### config.mk
export PLATFORM = sky130hd
export DESIGN_NAME = mem_stage_ctrl
export DESIGN_NICKNAME = d
export VERILOG_FILES = /design/src/rtl/mem_stage_ctrl.sv
export SDC_FILE = /design/constraint.sdc
export NUM_CORES = 1
export LEC_CHECK = 0
export CAP_MARGIN = 20
export CORE_MARGIN = 2
export CORE_UTILIZATION = 40
export DETAILED_ROUTE_END_ITERATION = 8
export HOLD_SLACK_MARGIN = 0.08
export PLACE_DENSITY_LB_ADDON = 0.2
export SLEW_MARGIN = 15
export SYNTH_ARGS = -nofsm -noshare
export SYNTH_HDL_FRONTEND = slang
export SYNTH_SLANG_ARGS = --single-unit
### constraint.sdc
create_clock -name clk -period 4.6 [get_ports clk]
set_input_delay 0.92 -clock clk [delete_from_list [all_inputs] [get_ports clk]]
set_output_delay 0.92 -clock clk [all_outputs]
set_load 0.1 [all_outputs]
### src/rtl/mem_stage_ctrl.sv
// MEM-stage SRAM controller: fixed wait-state accesses with a pipeline freeze (ready).
// Define MEM_RDBUF_EN to add a one-entry read buffer that returns repeat loads without an SRAM access.
module mem_stage_ctrl #(
    parameter int WAIT_CYCLES = 3,
    parameter int ADDR_BASE   = 1024
) (
    input  logic        clk,
    input  logic        rst,
    input  logic        mem_read,
    input  logic        mem_write,
    input  logic [31:0] address,
    input  logic [31:0] wdata,
    output logic        ready,
    output logic [31:0] rdata,
    output logic [17:0] sram_addr,
    output logic [31:0] sram_wdata,
    input  logic [31:0] sram_rdata,
    output logic        sram_we_n,
    output logic        sram_oe_n
);

    typedef enum logic [1:0] {IDLE, ACCESS, DONE} state_t;

    state_t      state, state_nxt;
    logic [3:0]  cnt;
    logic        op_write;
    logic [31:0] rdata_q;
    logic [17:0] word_addr;
    logic        req, start, last_wait, buf_hit;

    assign req       = mem_read | mem_write;
    assign word_addr = 18'((address - 32'(ADDR_BASE)) >> 2);
    assign last_wait = (cnt == 4'(WAIT_CYCLES - 1));
    assign start     = (state == IDLE) && req && !buf_hit;

`ifdef MEM_RDBUF_EN
    logic        buf_valid;
    logic [17:0] buf_addr;
    logic [31:0] buf_data;

    // Pure loads only; a read+write pair is a store and must reach the SRAM.
    assign buf_hit = (state == IDLE) && mem_read && !mem_write && buf_valid && (word_addr == buf_addr);
    assign rdata   = buf_hit ? buf_data : rdata_q;

    always_ff @(posedge clk or posedge rst) begin
        if (rst) begin
            buf_valid <= 1'b0;
            buf_addr  <= '0;
            buf_data  <= '0;
        end else if (start && mem_write) begin
            buf_valid <= 1'b0;
        end else if (state == ACCESS && last_wait && !op_write) begin
            buf_valid <= 1'b1;
            buf_addr  <= sram_addr;
            buf_data  <= sram_rdata;
        end
    end
`else
    assign buf_hit = 1'b0;
    assign rdata   = rdata_q;
`endif

    always_ff @(posedge clk or posedge rst) begin
        if (rst) state <= IDLE;
        else     state <= state_nxt;
    end

    always_comb begin
        state_nxt = state;
        case (state)
            IDLE:    if (start) state_nxt = ACCESS;
            ACCESS:  if (last_wait) state_nxt = DONE;
            DONE:    state_nxt = IDLE;
            default: state_nxt = IDLE;
        endcase
    end

    always_comb begin
        ready     = ((state == IDLE) && (!req || buf_hit)) || (state == DONE);
        sram_we_n = !((state == ACCESS) && op_write);
        sram_oe_n = !((state == ACCESS) && !op_write);
    end

    // SRAM address/data are captured at request time so the pipeline may move them during ACCESS.
    always_ff @(posedge clk or posedge rst) begin
        if (rst) begin
            cnt        <= '0;
            op_write   <= 1'b0;
            sram_addr  <= '0;
            sram_wdata <= '0;
            rdata_q    <= '0;
        end else begin
            if (start) begin
                cnt        <= '0;
                op_write   <= mem_write;
                sram_addr  <= word_addr;
                sram_wdata <= wdata;
            end
            if (buf_hit) rdata_q <= rdata;
            if (state == ACCESS) begin
                cnt <= cnt + 4'd1;
                if (last_wait && !op_write) rdata_q <= sram_rdata;
            end
        end
    end

endmodule

==> impl_metrics.csv, run 1 <==
group,metric,value,unit
logic_synthesis,synth_area,3570,µm²
critical_path,slowest_delay,1150,ps
timing,skew,12.1,ps
critical_path,crit_slowest_cell,"clkdlybuf4s50_1",
placed_design,gp_congestion,0.793,
logic_synthesis,syn_nets,344,
clock_tree,clock_latency,350,ps
worst_hold_path,whs_endpoint,"rdata[3]",
timing,fin_setup_tns,0,ps
grt,grt_usage,0.174,
clock_tree,cts_buffers,9,
grt,antenna_found_initial,0,
worst_hold_path,hold_depth,1,
critical_path,cp_cell_sequence,"nor2b_1 -> nand2b_1 -> clkdlybuf4s50_1",
critical_path,reg2reg_slack,2810,ps
routing,drt_iter0_markers,52,
floorplan,rows,34,
logic_synthesis,ys_seq_area_frac,0.624,
routing,drt_wl_total,8.16,mm
critical_path,crit_fanout,8,
grt,grt_overflow,0,
floorplan,coreArea,8680,µm²
timing,fin_ws,1390,ps
flow_run,max-cap-violations,0,
timing,max_clock_freq,312,MHz
critical_path,critical_path_arrival,2290,ps
critical_path,start_kind,"register",
floorplan,fp.dieH,98.5,µm
logic_synthesis,synth_cell_type_count,32,
timing,layout_min_cycle_time,3210,ps
routing,wl_per_cell,15.5,µm
routing,num_vias,2581,
clock_tree,clock_sinks,89,
clock_tree,cts_setup_buffers,0,
critical_path,worst-r2r-cell-count,6,
clock_tree,cts_buffer_depth,2,
grt,grt_start_max_net_pins,52,
layout,final_cell_mix,"clkdlybuf4s50_1, dfrtp_1, mux2_2",
clock_tree,clk_pin_slew,90,ps
logic_synthesis,synth.avg_cell_area,14.8,µm²
layout,layout_commonest_cell,"clkdlybuf4s50_1",
critical_path,rr_startpoint,"cnt[0]",
routing,drc,0,
critical_path,r2r-end,"rdata[11]",
routing,firstDrtPassIters,4,
layout,stdcell_count,527,
clock_tree,h-tree-depth,3,
timing,timing.final.hold_violations,0,
critical_path,end_kind,"primary output",
placed_design,portBuffers,170,
routing,viasPerCell,4.90,
floorplan,die_x,98.5,µm
worst_hold_path,hold_start,"rdata[3]",
status,status,"finished clean",
layout,antenna_cells,0,
timing,slew_headroom,0.323,
routing,ant_nets,0,
clock_tree,tritoncts,"built",
layout,nNetsFinal,518,
timing,setup_viol,0,
layout,area_growth_syn_to_layout,56.4,%
logic_synthesis,syn_inst,241,
clock_tree,cts_hold_buffers,0,
placed_design,hpwlAfterDp,5.94,mm
floorplan,dieArea,9690,µm²
grt,first_global_vias,2767,
logic_synthesis,ys_seq_elements,89,
timing,rsz0062_at_grt,"no",
timing,final_max_slew_viol_count,0,
worst_hold_path,min_path_type,"reg -> reg",
layout,nFillCells,669,
grt,grt_pass1_wl,13.4,mm
floorplan,start_util,0.411,
timing,fin_crit_sh,0.697,
logic_synthesis,ys_warn_count,0,
placed_design,pre_cts_ws,1700,ps
clock_tree,post_cts_resize_count,0,
floorplan,ioPinCount,185,
placed_design,dp_cells,512,
timing,worst_pin_slew,1010,ps
critical_path,required,3680,ps
critical_path,critPathKind,"reg -> out",
clock_tree,cts_root_buffer,"clkbuf_8",
layout,drive_gt1_frac,0.243,
worst max-delay path by stage:
stage	from	end	slack (ps)	depth (start not counted)
2_1_floorplan	mem_write	ready	1340	3
3_3_place_gp	mem_write	ready	1710	5
3_5_place_dp	mem_write	ready	1700	5
4_1_cts	state[0]	sram_oe_n	1370	3
5_1_grt	state[0]	sram_we_n	1260	3
6_report	state[0]	sram_oe_n	1390	3
layout make-up:
class | count | area (µm²) | area share
multi-input cells | 136 | 1270 | 0.228
repair buffers | 174 | 1730 | 0.310
clock buffers | 11 | 141 | 0.0253
flip-flops and latches | 89 | 2230 | 0.399
inverters | 5 | 20.0 | 0.00359
clock inverters | 4 | 52.6 | 0.00942
well taps | 108 | 135 | 0.0242
cell usage after synthesis:
cell / n / area, µm²
dfrtp_1: 89 / 2230
mux2_2: 76 / 856
buf_2: 9 / 45.0
a21oi_1: 8 / 40.0
a31oi_1: 6 / 37.5
inv_1: 5 / 18.8
nand2b_1: 5 / 31.3
nor2_1: 5 / 18.8
a22o_1: 3 / 26.3
ha_1: 3 / 37.5
o31ai_1: 3 / 22.5
or4_1: 3 / 22.5
clkbuf_1: 2 / 7.51
mux2i_1: 2 / 20.0
nand2_1: 2 / 7.51
nor3b_1: 2 / 15.0
o21bai_1: 2 / 15.0
xnor2_1: 2 / 17.5
and2_1: 1 / 6.26
nand3_1: 1 / 5.00
nand3b_1: 1 / 7.51
nor2b_1: 1 / 6.26
nor3_1: 1 / 5.00
o21ai_0: 1 / 5.00
o2bb2ai_1: 1 / 8.76
o41ai_1: 1 / 8.76
or2_2: 1 / 6.26
or3_1: 1 / 6.26
or3_2: 1 / 7.51
or4_2: 1 / 8.76
or4_4: 1 / 11.3
or4b_2: 1 / 10.0
per-layer routing:
layer / GRT usage / part of all wire
met5: 0 / 0
met1: 0.228 / 0.44
met2: 0.257 / 0.44
met3: 0.0858 / 0.11
met4: 0.0516 / 0.014
critical path: cells and delay by family, from the launching register on:
family        cells  cell delay [ps]
simple gates      2              310
buf+inv           1             1150
flops             1              470
sequential cells by signal, summed over array words and instances, names as in the netlist:
name / flops
sram_addr: 18
rdata: 32
op_write: 1
state: 2
cnt: 4
sram_wdata: 32
metrics by stage:
step / hold slack (ps) / utilization / area (µm²)
global route: 523 / 0.643 / 5580
CTS: 512 / 0.643 / 5580
finish: 508 / 0.643 / 5580
global placement: 486 / 0.621 / 5390
detailed placement: 491 / 0.621 / 5390
floorplan: 492 / - / 3570
logic make-up (layout without fill, tap and decap cells):
group	after synthesis	count (layout)	share of synthesized area
DFF	89	89	0.624
muxes	78	78	0.245
and+or+nand+nor	28	28	0.0491
AOI/OAI and AO/OA	25	25	0.0459
buffers and inverters	16	194	0.0200
adders and majority gates	3	3	0.0105
xor gates and xnor gates	2	2	0.00491
Power of run 1 is not shown: default switching activity piles up to over one toggle a cycle in this logic, so the estimate is an artifact.
==> inputs of run 2 (changes only) <==
CORE_UTILIZATION = 36   (was 40)
clock period = 2.8 ns   (was 4.6 ns; I/O delays follow)
==> run 2 against run 1 <==
Compared with the run above:
- final cell count grew 4.7%
- largest cell class unchanged
- critical path depth grew 2
- via count shrank 1.7%
- critical endpoint is now ready
- clock skew shrank 4.2 ps
- sequential share of layout area grew 0.94 points
- setup slack lost 770 ps
- die area grew 11%
- worst hold slack gained 3.7 ps
- first-iteration DRC count grew 52%
- utilization shrank 8.0 points
- non-clock buffer count shrank 1
==> impl_metrics.csv, run 2 (synthesis results as in run 1) <==
group,metric,value,unit
timing,layout_min_cycle_time,2170,ps
clock_tree,cts_root_buffer,"clkbuf_8",
routing,drt_wl_total,8.18,mm
timing,setup_viol,0,
clock_tree,h-tree-depth,3,
clock_tree,clock_latency,350,ps
grt,gr-max-usage-layer,"met2",
placed_design,hpwlAfterDp,5.84,mm
clock_tree,cts_hold_buffers,0,
floorplan,rows,36,
critical_path,required,2240,ps
routing,num_vias,2538,
timing,fin_crit_sh,0.777,
timing,rsz0062_at_grt,"no",
placed_design,portBuffers,170,
timing,skew,7.91,ps
layout,antenna_cells,0,
clock_tree,clock_sinks,89,
critical_path,critical_path_arrival,1610,ps
routing,ant_nets,0,
grt,first_global_vias,2636,
grt,antenna_found_initial,0,
critical_path,end_kind,"primary output",
floorplan,coreArea,9680,µm²
timing,slew_headroom,0.635,
placed_design,gp_congestion,0.700,
layout,final_cell_mix,"dfrtp_1, clkdlybuf4s50_1, buf_4",
floorplan,ioPinCount,185,
routing,wl_per_cell,14.8,µm
clock_tree,cts_buffer_depth,2,
clock_tree,tritoncts,"built",
routing,drc,0,
grt,grt_usage,0.155,
clock_tree,clk_pin_slew,80,ps
clock_tree,cts_buffers,9,
grt,grt_overflow,0,
floorplan,start_util,0.368,
timing,final_max_slew_viol_count,0,
routing,drt_iter0_markers,79,
critical_path,critPathKind,"in -> out",
layout,drive_gt1_frac,0.442,
timing,timing.final.hold_violations,0,
status,status,"finished clean",
grt,use_met1,0.199,
floorplan,die_x,104,µm
routing,viasPerCell,4.60,
timing,fin_setup_tns,0,ps
grt,grt_pass1_wl,13.3,mm
grt,grt_start_max_net_pins,90,
layout,nNetsFinal,517,
grt,grt_util_met2,0.240,
layout,layout_commonest_cell,"dfrtp_1",
worst_hold_path,min_path_type,"reg -> reg",
grt,use_met3,0.0548,
timing,max_clock_freq,460,MHz
floorplan,dieArea,10700,µm²
clock_tree,cts_setup_buffers,0,
floorplan,fp.dieH,104,µm
routing,firstDrtPassIters,4,
critical_path,start_kind,"primary input",
flow_run,max-cap-violations,0,
timing,worst_pin_slew,545,ps
layout,area_growth_syn_to_layout,52.8,%
critical_path,crit_fanout,3,
clock_tree,post_cts_resize_count,0,
==> run 2: cell types whose count changed in the layout (fill, tap and decap cells not counted), sizes merged <==
cell / previous run / this run
buf: 5 / 88
bufinv: 1 / 2
clkdlybuf4s50: 169 / 85
clkinv: 3 / 1
clkinvlp: 0 / 3
inv: 5 / 4
==> run 2: layout make-up <==
| type | instances | area [µm²] |
|---|---|---|
| Timing Repair Buffer | 173 | 1550 |
| Clock inverter | 5 | 80.1 |
| Tap cell | 133 | 166 |
| Multi-Input combinational cell | 136 | 1270 |
| Sequential cell | 89 | 2230 |
| Inverter | 5 | 22.5 |
| Fill cell | 832 | 4230 |
| Clock buffer | 11 | 131 |
==> run 2: final timing paths <==
kind / startpoint / end / slack, ps / cells after the start
setup / recovery: mem_write / ready / 630 / 5
hold / removal: rdata[1] / rdata[1] / 510 / 1
setup reg to reg: cnt[0] / rdata[4] / 1040 / 6
hold reg to reg: rdata[1] / rdata[1] / 510 / 1
max in group asynchronous: rst / rdata[26] / 1760 / 3
min in group asynchronous: rst / sram_addr[17] / 700 / 3
==> run 2: worst max-delay path, stage by stage <==
cell and delay, ps:
clkdlybuf4s50_1 440, nor2_1 180, nor2_1 60, nor2_1 180, buf_12 200
==> run 2: metal layers <==
metal | vias up | part of all wire
met2 | 122 | 0.46
met4 | 0 | 0.015
met5 | - | 0
met1 | 1199 | 0.44
li1 | 1208 | -
met3 | 9 | 0.084
==> run 2: stage by stage <==
stage                     instance area, µm²  cells  worst slack (ps)  utilization  hold slack (ps)
after floorplan                         3570    241               259            -              492
after global routing                    5450    552               567        0.563              530
final                                   5450    552               626        0.563              511
after CTS                               5450    552               620        0.563              514
after global placement                  5240    536               412        0.541              489
after detailed placement                5240    536               397        0.541              494
Power of run 2 is left out for the same reason.
